`config.mk`:
```
export PLATFORM = sky130hd
export DESIGN_NAME = fetch_stage
export DESIGN_NICKNAME = d
export VERILOG_FILES = /design/src/rtl/fetch_stage.sv
export SDC_FILE = /design/constraint.sdc
export NUM_CORES = 1
export LEC_CHECK = 0
export ABC_AREA = 1
export BUFFER_PORTS_ARGS = -buffer_cell sky130_fd_sc_hd__buf_2
export CAP_MARGIN = 20
export CORE_MARGIN = 2
export CORE_UTILIZATION = 45
export CTS_CLUSTER_DIAMETER = 30
export CTS_CLUSTER_SIZE = 25
export DETAILED_ROUTE_END_ITERATION = 16
export PLACE_DENSITY_LB_ADDON = 0.08
export RECOVER_POWER = 100
export SLEW_MARGIN = 10
export SYNTH_ARGS = -nofsm -noshare
export SYNTH_HDL_FRONTEND = slang
export SYNTH_SLANG_ARGS = --single-unit
```
`constraint.sdc`:
```
create_clock -name clk -period 1.3 [get_ports clk]
set_input_delay 0.13 -clock clk [delete_from_list [all_inputs] [get_ports clk]]
set_output_delay 0.13 -clock clk [all_outputs]
set_load 0.05 [all_outputs]
```
`src/rtl/fetch_stage.sv`:
```
// Instruction-fetch stage: PC register, instruction-memory address and IF/ID pipeline register.
// A taken branch redirects the PC and flushes IF/ID to an all-zero NOP bubble.
module fetch_stage #(
  parameter int                DATA_W   = 32,
  parameter logic [DATA_W-1:0] RESET_PC = '0
) (
  input  logic              clk,
  input  logic              reset,
  input  logic              le_pc,
  input  logic              le_ifid,
  input  logic              branch_taken,
  input  logic [DATA_W-1:0] branch_target,
  output logic [DATA_W-1:0] imem_addr,
  input  logic [DATA_W-1:0] imem_data,
  output logic [DATA_W-1:0] ifid_ir,
  output logic [DATA_W-1:0] ifid_pc4,
  output logic              ifid_valid,
  output logic [7:0]        stall_count
);

  typedef struct packed {
    logic [DATA_W-1:0] ir;
    logic [DATA_W-1:0] pc4;
    logic              valid;
  } ifid_t;

  logic [DATA_W-1:0] pc;
  logic [DATA_W-1:0] pc4;
  logic [DATA_W-1:0] target_aligned;
  ifid_t             ifid;

  // Natural wrap at 2^DATA_W is intended.
  assign pc4            = pc + DATA_W'(4);
  assign target_aligned = {branch_target[DATA_W-1:2], 2'b00};

  always_ff @(posedge clk) begin
    if (reset)             pc <= RESET_PC;
    else if (branch_taken) pc <= target_aligned;
    else if (le_pc)        pc <= pc4;
  end

  // Branch flush beats le_ifid: the word currently in fetch is wrong-path.
  always_ff @(posedge clk) begin
    if (reset || branch_taken) begin
      ifid <= '0;
    end else if (le_ifid) begin
      ifid.ir    <= imem_data;
      ifid.pc4   <= pc4;
      ifid.valid <= 1'b1;
    end
  end

  always_ff @(posedge clk) begin
    if (reset)
      stall_count <= '0;
    else if (!le_pc && !branch_taken && stall_count != 8'hFF)
      stall_count <= stall_count + 8'd1;
  end

  assign imem_addr  = pc;
  assign ifid_ir    = ifid.ir;
  assign ifid_pc4   = ifid.pc4;
  assign ifid_valid = ifid.valid;

endmodule

```
# --- Yosys cells after proc, flatten, opt, wreduce, memory -nomap -nowiden ---
# Index checks and enable logic that the tools add are counted.
totals:
  ff_bits: 105
  in_bits: 69
  out_inout_bits: 105
  elab_cells: 18
classes:
  n_addsub: 2
  n_eq_ne: 1
  muxes: 2
  n_reduce_logical: 7
op_table:
  columns: ["cell", "n"]
  rows:
  - ["32-bit 2-to-1 mux", 2]
  - ["32-bit by 3-bit adder with 32-bit output, second input constant", 1]
  - ["8-bit by 1-bit adder with 8-bit output, second input constant", 1]
  - ["8-bit != test, second input constant", 1]
  - ["1-bit logical AND", 2]
  - ["1-bit logical NOT", 2]
  - ["2-bit nonzero test", 1]
  - ["2-bit OR reduction", 1]
  - ["1-bit logical OR", 1]

# --- Longest topological paths before layout ---
# Gate-level depths: netlist (run 1).
logic_depth:
  depth_word: 3
  ltp_mapped: 10
  depth_no_buf: 10

# --- Worst setup path before layout (run 1) ---
# No wires, ideal clock.
synth_timing:
  path_kind: "register to register"
  start: "register pc[3], in the netlist imem_addr[3]"
  end: "register ifid, in the netlist ifid_pc4[22]"
  setup_time_ns: 0.115
  arrival_time_ns: 1.775
  t_required_ns: 1.185
  path_slack_ns: -0.591
  path_stages_with_launch: 11
  path_buffers: 0
  synth_period_minus_slack_ns: 1.891
  path_cell_list: "dfxtp_1 ha_1 nand2_2 nor2_4 nand2_4 nor2_4 nand2_1 nand2_1 nand2_1 o21ai_0 inv_1"
synth_between:
  elab_chain_cells: 1
synth_lines:
  columns: ["element", "line_no", "text"]
  rows:
  - ["start, declared", "27", "logic [DATA_W-1:0] pc;"]
  - ["start signal, assigned", "38", "else if (branch_taken) pc <= target_aligned;"]
  - ["start signal, assigned", "39", "else if (le_pc) pc <= pc4;"]
  - ["32-bit by 3-bit adder with 32-bit output", "33", "assign pc4 = pc + DATA_W'(4);"]
  - ["end, declared", "30", "ifid_t ifid;"]
# No other way between the ends.
# A chain may end at the register's enable or synchronous reset.

# --- Final worst setup path (run 1) ---
layout_timing:
  start: "register pc[3], in the netlist imem_addr[3]"
  end: "register pc[11], in the netlist imem_addr[11]"
layout_between:
  elab_chain_cells: 3
layout_lines:
  columns: ["element", "line_no"]
  rows:
  - ["32-bit by 3-bit adder with 32-bit output", "33"]
  - ["32-bit 2-to-1 mux", "39"]
  - ["32-bit 2-to-1 mux", "38"]
# No other way between the ends. The select of a mux whose other input is x is not followed.

==> results of run 1 <==
[placed cells by master, fill, tap and decap left out, types with 11 or more instances in the layout]
cell type / Yosys / final
clkbuf_2: 0 / 64
a21oi_1: 60 / 54
nor2_1: 88 / 77
buf_4: 4 / 68
a22oi_1: 21 / 21
inv_1: 59 / 57
o21ai_0: 25 / 11
nor2_4: 8 / 15
dfxtp_1: 101 / 64
o21ai_1: 7 / 21
dfxtp_4: 0 / 31
nand2_1: 208 / 185
buf_2: 8 / 100
nand2_2: 5 / 25
[timing repair]
action | 4_1_cts | 5_1_grt
buffers inserted | 3 | 8
endpoints found under the hold margin | 1 | 1
hold buffers | 1 | 1
pin swaps | 38 | 38
resized for setup | 44 | 35
endpoints found under the setup margin | 57 | 62
cloned | 0 | 1
[worst max path at each step]
stage / from / to / slack, ps / depth (start not counted)
CTS: imem_addr[3] / ifid_pc4[22] / -180 / 10
finish: imem_addr[3] / imem_addr[11] / -220 / 8
global placement: imem_addr[3] / imem_addr[14] / -140 / 8
detailed placement: imem_addr[3] / imem_addr[14] / -210 / 8
floorplan: imem_addr[3] / ifid_pc4[28] / -200 / 10
global route: imem_addr[3] / ifid_pc4[20] / -290 / 10
[worst max-delay path, stage by stage (launching register included)]
cell and delay (ps):
dfxtp_4 390, nand2_2 70, nor2_4 190, nand2_4 130, nor2_4 200, buf_6 130
xor2_2 150, nand2_1 80, a21oi_1 110
[flip-flops by register name, indices dropped and copies added, names as in the netlist]
name         flops
ifid_ir         32
ifid_pc4        30
imem_addr       30
stall_count      8
ifid_valid       1
[stage by stage]
| stage | worst slack (ps) | TNS (ps) |
|---|---|---|
| after floorplan | -196.7 | -3985 |
| after global placement | -142.5 | -3857 |
| after detailed placement | -205.1 | -5496 |
| after CTS | -180.3 | -4862 |
| after global routing | -293.3 | -11200 |
| final | -220.5 | -7542 |
[layout make-up]
type / instances / area (sq um) / area share [%]
Multi-Input combinational cell: 490 / 2681 / 38.60
Timing Repair Buffer: 248 / 1500 / 21.60
Clock inverter: 4 / 31.28 / 0.4503
Clock buffer: 12 / 187.7 / 2.702
Sequential cell: 101 / 2146 / 30.89
Tap cell: 136 / 170.2 / 2.450
Inverter: 60 / 230.2 / 3.314
[cell usage after synthesis]
cell / instances / area [sq um]
ha_1: 2 / 25.02
nor3_1: 4 / 20.02
conb_1: 1 / 3.750
a21oi_2: 2 / 17.52
inv_2: 1 / 3.750
xor2_1: 12 / 105.1
o21ai_0: 25 / 125.1
nor2_4: 8 / 90.09
o21ai_1: 7 / 35.03
buf_4: 4 / 30.03
nor2_2: 6 / 37.54
nand3_1: 13 / 65.06
dfxtp_1: 101 / 2022
nand2_1: 208 / 780.8
clkbuf_1: 25 / 93.84
nor4_1: 1 / 6.260
a21oi_1: 60 / 300.3
inv_1: 59 / 221.5
buf_2: 8 / 40.04
xnor2_1: 5 / 43.79
nor2_1: 88 / 330.3
nand4_1: 1 / 6.260
buf_1: 1 / 3.750
and2_1: 2 / 12.51
xor2_2: 1 / 16.27
nand2_2: 5 / 31.28
nand3b_1: 5 / 37.54
nand2_4: 2 / 22.52
a22oi_1: 21 / 157.7
a31oi_1: 8 / 50.05
[logic make-up (layout without fill, tap and decap cells)]
logic type	Yosys count	after routing	share of synthesized area, %
compound gates	123	123	14.48
xor+xnor	18	18	3.488
fa+ha+maj	2	2	0.5285
buf+inv	98	324	8.298
flops	101	101	42.71
other cells	1	4	0.07921
simple gates	343	343	30.42
[layer usage]
layer,global-route usage (%),up-vias
met4,6.401,0
met3,2.736,13
li1,-,2607
met1,34.98,2400
met2,42.22,186
met5,0,-
[power breakdown]
part           internal, uW  switching [uW]  total (uW)
combinational           467             983        1450
clock                  1000            1170        2180
sequential             3190             107        3300
total                  4660            2260        6930
==> flow_summary.ini, run 1 <==
[run_status]
outcome = complete, but fails checks
violations = setup timing

[sta]
fin_crit_sh_pct = 117.0
setup_viol = 50
setup_ws_ps = -220.5
finClkSkew_ps = 9.766
slew_violations = 0
worstMarginPinSlew_ps = 768.9
finalHoldViolCount = 0
hold_slack_ps = 10.31
min_period_ps = 1521
max_freq_mhz = 657.7
slew_headroom_pct = 48.74
rsz0062_at_grt = true

[critical_path]
cp-start-kind = flop
path_class = flop to flop
critPathArrivalTime_ps = 1820
crit_path_end_kind = flop
critPathMaxFanout = 5
reg2reg_to = imem_addr[11]
r2r_cells = 8
worstReg2RegStart = imem_addr[3]
rrSetupSlack_ps = -220
cp.required_ps = 1600

[logic_synthesis]
ys_seq_area_share_pct = 42.71
avgSynthCellArea_sq_um = 6.902
post_synth_num_cell_types = 30
yosys_warnings = 0
syn_inst = 686
synth_area_sq_um = 4735
ys_ff_latch = 101

[floorplan]
rows = 37
die_area_sq_um = 11360
fp.dieH_um = 106.6
die_w_um = 106.6
io_pins = 174
start_util_pct = 46.07
coreArea_sq_um = 10280

[placed_design]
place_inst = 1021
dp_hpwl_mm = 10.77
io_buffers = 167
placed_cell_area_sq_um = 6327
globalplace.congestion = 0.9365

[drt]
vias_per_cell = 4.953
drcViolationCount = 0
vias = 5206
wl_mm = 14.97
drtIter0Drc = 483
wl_met2_mm = 6.918
ant_nets = 0
dr.pass1.iters = 5
met1Wirelength_mm = 7.048
highest_layer = met4
routedWlPerCell_um = 14.24
route.met3.wl_um = 833

[final_layout]
utilization_pct = 67.59
num_antenna_cells = 0
final_cell_count_no_fill = 1051
nFillCells = 890
drive_above_1_share_pct = 41.86
final_area_sq_um = 6947
area_growth_pct = 46.72
nNetsFinal = 981

[grt]
grt_pass1_vias = 4804
overflow = 0
grt_pass1_wl_mm = 23.09
antenna_found_initial = 0
grt_max_degree = 41
track_usage_pct = 25.26

[min_path]
hold_depth = 3
worst_hold_startpoint = imem_data[25]
hold_path_end = ifid_ir[25]
hp-class = primary input to flop

[job]
cap_violations = 0

[power_and_ir_drop]
power_uw = 6929
p_leak_uw = 0.003353
vdd_drop_max_uv = 564.6
power_density_nw_per_um2 = 997.5

[clock_tree]
cts_tree = built
htreeDepth = 3
cts-root-buf = clkbuf_8
cts_buffer_depth = 2
cts_buffers = 9
clock_latency_ps = 370
cts_sinks = 101
path_clk_slew_ps = 100
Note: power is estimated with default switching activity, not from simulation.
==> run 2: changes to the inputs <==
--- a/config.mk
+++ b/config.mk
@@ -9,7 +9,7 @@
 export BUFFER_PORTS_ARGS = -buffer_cell sky130_fd_sc_hd__buf_2
 export CAP_MARGIN = 20
 export CORE_MARGIN = 2
-export CORE_UTILIZATION = 45
+export CORE_UTILIZATION = 50
 export CTS_CLUSTER_DIAMETER = 30
 export CTS_CLUSTER_SIZE = 25
 export DETAILED_ROUTE_END_ITERATION = 16
==> constraint.sdc (replaced) <==
create_clock -name clk -period 1.43 [get_ports clk]
set_input_delay 0.143 -clock clk [delete_from_list [all_inputs] [get_ports clk]]
set_output_delay 0.143 -clock clk [all_outputs]
set_load 0.05 [all_outputs]
==> run 2 against run 1 <==
Highest routed layer unchanged. Final area shrank 5.5%. The run still ends with setup timing left. Sequential power down 8.5%. Die area shrank 9.6%. Clock power is 18% lower. Maximum frequency is 1.3% higher. Worst hold slack better by 3.5 ps. Non-clock buffer count decreased by 27. Critical path depth up 1.
==> flow_summary.ini, run 2 (same netlist as run 1, synthesis figures left out) <==
[run_status]
outcome = complete, but fails checks
violations = setup timing

[sta]
fin_crit_sh_pct = 105.0
finClkSkew_ps = 13.14
setup_ws_ps = -71.62
setup_viol = 9
finalHoldViolCount = 0
slew_violations = 0
max_freq_mhz = 665.9
rsz0062_at_grt = true
min_period_ps = 1502
hold_slack_ps = 13.84

[placed_design]
placed_cell_area_sq_um = 5978
globalplace.congestion = 0.8474
dp_hpwl_mm = 10.08
io_buffers = 167
place_ws_ps = -82.44

[grt]
grt_pass1_vias = 4372
grt_use_met2_pct = 41.26
grtUsageMet1_pct = 36.11
grt_pass1_wl_mm = 21.01
met3_usage_pct = 3.727
track_usage_pct = 25.68
grt_max_degree = 62
overflow = 0
antenna_found_initial = 0
top_usage_layer = met2

[clock_tree]
holdBufCountCts = 0
cts_buffer_depth = 2
cts_tree = built
cts_buffers = 9
cts-root-buf = clkbuf_8
path_clk_slew_ps = 110
cts_sinks = 101
htreeDepth = 3
clock_latency_ps = 370

[critical_path]
r2r_cells = 9
cp_cell_sequence = ha_4 > nand2_4 > nor2_4 > nand2_4 > nor2_4 > buf_6 > xor2_2 > nand2_1 > a21oi_1
crit_path_end_kind = flop
cpPeakStageDelay_ps = 380
crit_slowest_cell = dfxtp_4
critPathMaxFanout = 5
path_class = flop to flop
critPathArrivalTime_ps = 1800
cp.required_ps = 1730
cp-start-kind = flop

[final_layout]
drive_above_1_share_pct = 41.55
utilization_pct = 71.36
layout_commonest_cell = nand2_1
final_area_sq_um = 6563
num_antenna_cells = 0
largest_reg_flops = 32
area_growth_pct = 38.61
nFillCells = 793
nNetsFinal = 954
mostFrequentLayoutCells = nand2_1, buf_2, nor2_1, dfxtp_1, inv_1

[power_and_ir_drop]
p_switching_uw = 2074
p_leak_uw = 0.003219
power_density_nw_per_um2 = 921.8
combPwrFrac_pct = 20.5
pwr-share-clk_pct = 29.5
switching_share_pct = 34.29
p_seq_share_pct = 49.9
intPower_uw = 3975
vdd_drop_max_uv = 591.2

[floorplan]
rows = 35
die_area_sq_um = 10260
fp.dieH_um = 101.3
start_util_pct = 51.48
io_pins = 174
coreArea_sq_um = 9196
die_w_um = 101.3

[drt]
dr.pass1.iters = 5
drcViolationCount = 0
routedWlPerCell_um = 13.92
vias_per_cell = 5.036
vias = 5031
wl_mm = 13.91
drtIter0Drc = 264
ant_nets = 0

[min_path]
hp-class = primary input to flop
hold_depth = 3

[job]
cap_violations = 0
run 2: changes by cell type in the layout (fill, tap and decap cells not counted), sizes merged:
cell	previous run	this run
clkinv	1	4
dlygate4sd3	2	0
buf	177	221
clkbuf	81	9
run 2: critical path, delay by kind of cell (launching register included):
family / cells / cell delay (ps)
buffers and inverters: 1 / 130
AO/OA/AOI/OAI: 1 / 120
adder cells (fa/ha/maj): 1 / 140
XOR/XNOR: 1 / 140
AND/OR/NAND/NOR: 5 / 520
flip-flops: 1 / 380
run 2: metrics by stage:
step / setup TNS (ps) / instances / power (uW)
global placement: -30.06 / 972 / 4237
finish: -200.8 / 999 / 6049
detailed placement: -276.5 / 972 / 4258
floorplan: -696.3 / 689 / 3878
CTS: -297.6 / 990 / 6038
global route: -2580 / 999 / 6314
run 2: power by group through the flow:
stage	clock network, uW	registers (uW)	logic (uW)
2_1_floorplan	0	3480	396
5_1_grt	1950	3040	1330
3_5_place_dp	0	3080	1170
6_report	1790	3020	1240
4_1_cts	1830	3020	1180
3_3_place_gp	0	3080	1160
run 2: per-layer routing:
metal / vias up / part of all wire [%]
met2: 177 / 47
met4: 0 / 1.1
li1: 2550 / -
met5: - / 0
met1: 2294 / 47
met3: 10 / 5.7
run 2: layout make-up:
| type | instances | area [sq um] | area share, % |
|---|---|---|---|
| Multi-Input combinational cell | 490 | 2646 | 40.32 |
| Sequential cell | 101 | 2102 | 32.03 |
| Timing Repair Buffer | 221 | 1259 | 19.18 |
| Inverter | 60 | 225.2 | 3.432 |
| Tap cell | 111 | 138.9 | 2.116 |
| Clock buffer | 9 | 123.9 | 1.888 |
| Clock inverter | 7 | 67.56 | 1.030 |
run 2: what timing repair did:
item,in CTS,in global routing
resized for setup,13,76
buffers inserted,2,8
setup endpoints to repair,21,52
pin swaps,15,24
cloned,0,1
run 2: final timing paths:
path | end | slack (ps) | from
hold reg to reg | ifid_ir[31] | 460 | ifid_ir[31]
hold / removal | ifid_ir[5] | 10 | imem_data[5]
setup / recovery | imem_addr[12] | -70 | imem_addr[3]
setup reg to reg | imem_addr[12] | -70 | imem_addr[3]
==> run 3: changes to the inputs <==
--- a/config.mk
+++ b/config.mk
@@ -9,7 +9,7 @@
 export BUFFER_PORTS_ARGS = -buffer_cell sky130_fd_sc_hd__buf_2
 export CAP_MARGIN = 20
 export CORE_MARGIN = 2
-export CORE_UTILIZATION = 50
+export CORE_UTILIZATION = 53
 export CTS_CLUSTER_DIAMETER = 30
 export CTS_CLUSTER_SIZE = 25
 export DETAILED_ROUTE_END_ITERATION = 16
==> constraint.sdc (replaced) <==
create_clock -name clk -period 1.83 [get_ports clk]
set_input_delay 0.183 -clock clk [delete_from_list [all_inputs] [get_ports clk]]
set_output_delay 0.183 -clock clk [all_outputs]
set_load 0.05 [all_outputs]
==> run 3 against run 2 <==
The flow now finishes without violations. Non-clock buffer count fell by 46. First-iteration DRC count fell by 8.3%. Clock power down 20%. Clock skew fell by 3.0 ps. Sequential cell count did not move. Global-route usage rose by 0.31 points. Die area fell by 5.4%. Maximum frequency down 12%. Via count down 5.0%.
==> flow_summary.ini, run 3 (same netlist as run 1, synthesis figures left out) <==
[floorplan]
die_area_sq_um = 9705
coreArea_sq_um = 8678
start_util_pct = 54.56
die_w_um = 98.52
rows = 34
fp.dieH_um = 98.52
io_pins = 174

[power_and_ir_drop]
switching_share_pct = 32.24
power_density_nw_per_um2 = 813.9
p_switching_uw = 1490
p_seq_share_pct = 51.4
vdd_drop_max_uv = 422.1
p_leak_uw = 0.002511
intPower_uw = 3133
combPwrFrac_pct = 17.7
pwr-share-clk_pct = 30.9
power_uw = 4623

[sta]
rsz0062_at_grt = false
slew_headroom_pct = 16.01
finClkSkew_ps = 10.12
fin_crit_sh_pct = 93.07
finalHoldViolCount = 0
min_period_ps = 1703
setup_viol = 0
worstMarginPinSlew_ps = 1260
finalSetupTns_ps = 0
hold_slack_ps = 55.33
max_freq_mhz = 587.1
slew_violations = 0

[job]
cap_violations = 0

[critical_path]
cpPeakStageDelay_ps = 440
cp.required_ps = 2100
critPathArrivalTime_ps = 1970
crit_path_end_kind = flop
cp-start-kind = flop
rrSetupSlack_ps = 130
worstReg2RegStart = imem_addr[8]
cpMostUsedCell = nand2_1
reg2reg_to = ifid_pc4[29]
cp_cell_sequence = nand2_1 > nor2_1 > nand2_4 > nor2_1 > nand2_1 > nand2_1 > nand2_1 > o21ai_0 > inv_1
critPathMaxFanout = 5
cp_top_family = simple AND/OR/NAND/NOR gates
crit_slowest_cell = dfxtp_1
path_class = flop to flop
worst-path-buf-inv = 1
r2r_cells = 9

[drt]
ant_nets = 0
drtIter0Drc = 242
routedWlPerCell_um = 13.30
wl_mm = 12.64
vias_per_cell = 5.032
drcViolationCount = 0
vias = 4780
dr.pass1.iters = 4

[clock_tree]
cts_sinks = 101
htreeDepth = 3
cts_tree = built
holdBufCountCts = 0
cts_buffer_depth = 2
ctsResizeCount = 1
cts_setup_buffers = 0
cts_buffers = 9
path_clk_slew_ps = 100
clock_latency_ps = 370
cts-root-buf = clkbuf_8

[final_layout]
mostFrequentLayoutCells = nand2_1, clkbuf_1, dfxtp_1, nor2_1, buf_2
utilization_pct = 65.46
nNetsFinal = 908
layout_commonest_cell = nand2_1
largest_reg_flops = 32
area_growth_pct = 19.98
drive_above_1_share_pct = 13.56
final_area_sq_um = 5680

[min_path]
hp-class = primary input to flop
hold_path_end = ifid_ir[5]
hold_depth = 3
worst_hold_startpoint = imem_data[5]

[grt]
antenna_found_initial = 1
track_usage_pct = 25.99
grt_pass1_vias = 4399
grt_max_degree = 67
grt_pass1_wl_mm = 20.61
overflow = 0

[placed_design]
io_buffers = 167
dp_hpwl_mm = 9.205
placed_cell_area_sq_um = 5627
globalplace.congestion = 0.9046

[run_status]
outcome = completed
## run 3: cell count changes in the layout (fill, tap and decap cells not counted), sizes merged
cell,before,now
diode,0,1
clkinv,4,1
bufinv,0,1
clkbuf,9,111
buf,221,73
clkinvlp,0,1
## run 3: through the flow
stage	setup WS [ps]	cells
after global placement	70.54	934
final	126.8	950
after detailed placement	-25.59	934
after CTS	186.9	949
after floorplan	78.62	689
after global routing	6.032	950
## run 3: per-layer routing
layer  vias up  global-route usage, %  wire, um
met5         -                      0         0
met4         0                  8.008       195
met3        20                  3.972       791
met2       160                  44.37      6037
met1      2139                  34.08      5612
li1       2461                      -         -
## run 3: area by class of cell
cell class	count	area, sq um
sequential	101	2024
fill	878	2998
inverter	60	225.2
multi-input combinational	490	2318
antenna	1	2.502
timing repair buffer	175	779.5
tap	108	135.1
clock buffer	9	123.9
clock inverter	6	71.32
## run 3: worst min-delay path: stages
cell and delay, ps:
buf_2 90, nand2_1 50, a21oi_1 50
## run 3: worst max-delay path by stage
stage / cells after the start / end / start / slack, ps
detailed placement: 7 / stall_count[1] / stall_count[0] / -30
CTS: 10 / ifid_pc4[28] / imem_addr[2] / 190
floorplan: 7 / stall_count[0] / stall_count[0] / 80
finish: 9 / ifid_pc4[29] / imem_addr[8] / 130
global placement: 7 / stall_count[1] / stall_count[0] / 70
global route: 10 / ifid_pc4[24] / imem_addr[2] / 6
## run 3: power by group through the flow
| stage | combinational (uW) | clock (uW) | sequential, uW |
|---|---|---|---|
| detailed placement | 842 | 0 | 2420 |
| global placement | 832 | 0 | 2420 |
| global route | 884 | 1560 | 2390 |
| floorplan | 306 | 0 | 2720 |
| finish | 817 | 1430 | 2380 |
| CTS | 845 | 1470 | 2370 |
